[config.mk]
export PLATFORM = sky130hd
export DESIGN_NAME = mux2_sel_arbiter
export DESIGN_NICKNAME = d
export VERILOG_FILES = /design/src/rtl/mux2_sel_arbiter.sv
export SDC_FILE = /design/constraint.sdc
export NUM_CORES = 1
export LEC_CHECK = 0
export CAP_MARGIN = 20
export CORE_MARGIN = 2
export CORE_UTILIZATION = 30
export DETAILED_ROUTE_END_ITERATION = 8
export GPL_TIMING_DRIVEN = 0
export PLACE_DENSITY = 0.56
export SYNTH_ARGS = -nofsm -noshare
export SYNTH_HDL_FRONTEND = slang
export SYNTH_SLANG_ARGS = --single-unit
[constraint.sdc]
create_clock -name CLK -period 1.26 [get_ports CLK]
set_input_delay 0.378 -clock CLK [delete_from_list [all_inputs] [get_ports CLK]]
set_output_delay 0.378 -clock CLK [all_outputs]
set_load 0.05 [all_outputs]
[src/rtl/mux2_sel_arbiter.sv]
// Round-robin break-before-make arbiter driving a shared 2:1 mux select.
// Define MUX2_SEL_ARBITER_TIMEOUT_EN to force release after HOLD_MAX contended cycles.
module mux2_sel_arbiter #(
  parameter int HOLD_MAX = 15,
  parameter int CNT_W    = 4
) (
  input  logic CLK,
  input  logic RST,
  input  logic REQA,
  input  logic REQB,
  input  logic LAST,
  output logic SEL,
  output logic GNTA,
  output logic GNTB,
  output logic BUSY
);

  typedef enum logic [1:0] {
    IDLE,
    GAP,
    OWN_A,
    OWN_B
  } state_t;

  state_t state_q, state_d;
  logic   sel_q, sel_d;
  logic   gnta_q, gnta_d;
  logic   gntb_q, gntb_d;
  logic   lastb_q, lastb_d;

  logic   own;
  logic   own_b;
  logic   mine;
  logic   other;
  logic   sel_req;
  logic   win;
  logic   tmo;

  assign own     = (state_q == OWN_A) || (state_q == OWN_B);
  assign own_b   = (state_q == OWN_B);
  assign mine    = own_b ? REQB : REQA;
  assign other   = own_b ? REQA : REQB;
  assign sel_req = sel_q ? REQB : REQA;
  assign win     = (REQA && REQB) ? ~lastb_q : REQB;

`ifdef MUX2_SEL_ARBITER_TIMEOUT_EN
  logic [CNT_W-1:0] cnt_q, cnt_d;

  assign tmo = own && other &&
               (cnt_q == CNT_W'(HOLD_MAX - 1));

  // Hold counter: cleared on OWN entry, saturating count of owned cycles.
  always_comb begin
    cnt_d = cnt_q;
    if (state_q == GAP && sel_req)
      cnt_d = '0;
    else if (own && cnt_q != '1)
      cnt_d = cnt_q + 1'b1;
  end

  // Hold counter register.
  always_ff @(posedge CLK or posedge RST) begin
    if (RST) cnt_q <= '0;
    else     cnt_q <= cnt_d;
  end
`else
  logic [CNT_W-1:0] unused_hold;

  assign unused_hold = CNT_W'(HOLD_MAX);
  assign tmo         = 1'b0;
`endif

  // Next-state and registered-output decode.
  always_comb begin
    state_d = state_q;
    sel_d   = sel_q;
    gnta_d  = gnta_q;
    gntb_d  = gntb_q;
    lastb_d = lastb_q;
    unique case (state_q)
      IDLE: begin
        if (REQA || REQB) begin
          sel_d   = win;
          state_d = GAP;
        end
      end
      GAP: begin
        if (sel_req) begin
          state_d = sel_q ? OWN_B : OWN_A;
          gnta_d  = ~sel_q;
          gntb_d  = sel_q;
          lastb_d = sel_q;
        end else begin
          state_d = IDLE;
        end
      end
      OWN_A, OWN_B: begin
        if (!mine || LAST || tmo) begin
          gnta_d = 1'b0;
          gntb_d = 1'b0;
          if (other) begin
            sel_d   = ~own_b;
            state_d = GAP;
          end else begin
            state_d = IDLE;
          end
        end
      end
      default: begin
        state_d = IDLE;
        gnta_d  = 1'b0;
        gntb_d  = 1'b0;
      end
    endcase
  end

  // State and output registers.
  always_ff @(posedge CLK or posedge RST) begin
    if (RST) begin
      state_q <= IDLE;
      sel_q   <= 1'b0;
      gnta_q  <= 1'b0;
      gntb_q  <= 1'b0;
      lastb_q <= 1'b1;
    end else begin
      state_q <= state_d;
      sel_q   <= sel_d;
      gnta_q  <= gnta_d;
      gntb_q  <= gntb_d;
      lastb_q <= lastb_d;
    end
  end

  assign SEL  = sel_q;
  assign GNTA = gnta_q;
  assign GNTB = gntb_q;
  assign BUSY = (state_q != IDLE);

endmodule

; ---- Yosys cells after proc, flatten, opt, wreduce, memory -nomap -nowiden
; Index checks and enable logic that the tools add are counted.
[classes]
n_eq_ne = 7
mux = 19
n_bitwise = 3
reduce_logical = 13
[ops]
columns = cell, n
row1 = $mux 1, 12
row2 = $ne 2x2->1 const B, 4
row3 = $mux 2, 3
row4 = $pmux 1 s2, 3
row5 = $pmux 2 s3, 1
row6 = $reduce_bool 2->1, 3
row7 = $eq 2x2->1 const B, 2
row8 = $reduce_and 2->1, 2
row9 = $reduce_and 4->1, 1
row10 = $not 1->1, 3
row11 = $reduce_and 3->1, 1
row12 = $eq 2x1->1 const B, 1
row13 = $logic_not 2->1, 1
row14 = $logic_or 1x1->1, 2
row15 = $reduce_or 2->1, 1
row16 = $logic_and 1x1->1, 1
row17 = $logic_not 1->1, 1
[word_totals]
ff_bits = 6
in_bits = 5
out_inout_bits = 4
word_cells = 47

; ---- Depth between registers and ports, before layout
[logic_depth]
ltp_word = 6
mapped_depth = 5
mapped_depth_nobuf = 4

; ---- Worst setup path before layout
; OpenSTA, ideal clock, no wires.
[synth_path]
path_kind = register to register
startpoint = register sel_q (netlist: SEL)
endpoint = register gnta_q (netlist: GNTA)
setup_time_ns = 0.085
t_arrival_ns = 1.357
required_ns = 1.175
path_slack_ns = -0.182
path_stages_with_launch = 5
path_buffers = 0
period_less_slack_ns = 1.442
cell_sequence = dfrtp_1 mux2i_1 nor3_2 a311oi_2 o2bb2ai_1
[synth_between]
elab_chain_len = 3
elab_cells_between_ends = 6
classes_between = 1 x eq/ne / 3 x mux / 1 x bitwise / 1 x reduce/logical
[synth_rtl]
columns = element, line
row1 = start: declaration, 26  ; logic sel_q, sel_d;
row2 = start signal: assignment, 127  ; sel_q <= sel_d;
row3 = $mux 1 or $not 1->1 (tied branches), "43, 90"
row4 = $ne 2x2->1 (no source line) or $mux 1 (tied branches), -
row5 = $reduce_and 3->1 (no source line) or $pmux 1 s2 (tied branches), -
row6 = end signal: assignment, 128  ; gnta_q <= gnta_d;
row7 = end: declaration, 27  ; logic gnta_q, gnta_d;
; Several ways; a longest one is shown, not always the timed one. The select of a mux whose other input is x is not followed.
; A chain may end at the register's enable or synchronous reset.

; ---- Final worst setup path
[layout_path]
startpoint = register state_q[0]
endpoint = output port BUSY
[layout_between]
elab_chain_len = 1
[layout_rtl]
columns = element, line
row1 = start: declaration, 25  ; state_t state_q, state_d;
row2 = start signal: assignment, 126  ; state_q <= state_d;
row3 = $reduce_bool 2->1, 137  ; assign BUSY = (state_q != IDLE);
row4 = end: declaration, 15  ; output logic BUSY
; Every way passes these cells.

==> metrics.cfg <==
[setup_path]
slowest_stage=dfrtp_1
worstPathArrival_ns=1.05
critPathMaxStageDelay_ns=0.39
critPathMaxFanout=2
worstSetupPathType=reg -> out
cp_cell_sequence=or2_4, buf_8
worst_setup_path_end_kind=output pin
startpoint_type=flop
critPathRequiredTime_ns=0.88

[sta]
holdWs_ns=0.345
tightest_slew_ns=0.294
timing.final.hold_violations=0
setup_viol=2
period_share=1.13
finalSetupTns_ns=-0.250
rsz0062_at_grt=true
fin_skew_ns=0.00932
finalMaxSlewViolations=0
fmax_ghz=0.701
slew_headroom=0.804
period_needed_ns=1.43
setup_ws_ns=-0.167

[floorplanning]
die_area_um2=1640
die_h_um=40.5
core_um2=1270
rows=13
initial_core_util=0.316
ios=9
dieWidth_um=40.5

[synthesis]
ys_seq_area_frac=0.378
synth_top_flop_cell=dfrtp_1
async_flop_share=1.00
syn_nets=46
netlist_area_um2=400
syn_inst=41
yosys_warnings=0
synth_edf_count=0
ys_ff_latch=6
synth.distinct_cells=25
syn_avg_cell_area_um2=9.77

[global_routing]
grt_max_degree=9
grtUsageTotal=0.141
use_met1=0.202
grt_pass1_wl_um=1460
busiest_layer=met1
grt_util_met3=0.0167
grt_pass1_vias=338
antenna_found_initial=0
met2_usage=0.179
grt-ovfl-total=0

[clock_network]
htree_levels=1
cts_root_buffer=clkbuf_4
clk_latency_ns=0.25
tritoncts=yes
clockBufferDepth=2
cts_hold_buf=0
clkSinkCount=6
path_clk_slew_ns=0.05
numCtsBuffers=3

[detailed_routing]
drcViolationCount=0
via_per_inst=4.80
wl_per_cell_um=11.8
antenna_left=0
dr_total_vias=341
drt_first_iter_violations=1
routed_wl_um=838
firstDrtPassIters=2

[cells_and_area]
drive_above_1_share=0.500
final_common_cell=buf_4
synthToLayoutAreaGrowth_pct=40.6
design_area_um2=563
nets=62
final_util=0.444
antennaDiodeCount=0
mostFrequentLayoutCells=buf_4 (7), dfrtp_1 (4), nand2_1 (4), nor2_1 (4)

[pwr]
powerDensity_nw_per_um2=2830
p_leak_nw=0.264
max-vdd-ir-drop_uv=1120

[placed_design]
dpl_worst_slack_ns=-0.574
globalplace.congestion=0.713
dpl_cell_area_um2=497
place_hpwl_um=575
port_buffers=7

[run_status]
outcome=complete, but fails checks
violations=negative setup slack

[worst_hold_path]
hold_path_class=in -> async

[job]
max_cap_viol_count=0

[worst max-delay path, delay by kind of cell (launching register included)]
kind / cells / cell delay [ns]
simple gates: 1 / 0.26
buf+inv: 1 / 0.15
flops: 1 / 0.39
[state kept, by name, summed over array words and instances (netlist names)]
signal,cells
SEL,1
GNTB,1
state_q,2
GNTA,1
lastb_q,1
[synth_stat cells, types with 2 or more instances]
cell type  instances  area share
nand2_1            5       0.047
dfrtp_1            5        0.31
mux2i_1            2       0.050
a21oi_1            4       0.050
nor2_1             4       0.037
inv_1              2       0.019
[power breakdown]
part           internal (mW)  total, mW  leakage [nW]  switching (mW)
Combinational          0.486       1.05         0.177           0.560
Clock                  0.120      0.193        0.0150          0.0730
Sequential             0.287      0.355        0.0717          0.0681
Total                  0.894       1.60         0.264           0.701
[timing repair]
action	CTS	global route
endpoints found under the setup margin	9	6
resized for setup	33	2
setup buffers	5	2
pin swaps	4	4
[metal layers]
layer / up-vias / part of all wire
met5: - / 0
met4: 0 / 0.014
met3: 2 / 0.047
met2: 9 / 0.39
met1: 156 / 0.55
li1: 174 / -
[final timing paths]
check	slack, ns	endpoint	depth (start not counted)	startpoint
hold reg to reg	0.49	GNTA	1	GNTA
min in group CLK	0.46	lastb_q	3	REQB
setup / recovery	-0.17	BUSY	2	state_q[0]
max in group asynchronous	0.64	lastb_q	2	RST
setup reg to reg	-0.06	SEL	5	state_q[0]
hold / removal	0.35	state_q[0]	2	RST
[final cells by class]
class	count	area, um2
Buffer	1	7.51
Fill cell	134	706
Timing Repair Buffer	13	109
Multi-Input combinational cell	30	239
Sequential cell	6	153
Tap cell	15	18.8
Clock buffer	4	26.3
Inverter	2	10.0
[cells by family (layout without fill, tap and decap cells)]
kind of cell	after synthesis	in the layout	synth area share
simple gates	15	15	0.209
flops	6	6	0.378
compound gates	12	12	0.247
buf+inv	5	20	0.0781
mux	3	3	0.0875
[stage by stage]
| step | std cells | power (mW) |
|---|---|---|
| after floorplan | 41 | 1.04 |
| after global placement | 63 | 1.24 |
| after detailed placement | 63 | 1.24 |
| after CTS | 72 | 1.64 |
| after global routing | 71 | 1.70 |
| final | 71 | 1.60 |
No activity file was read; power rests on OpenSTA's default activity.
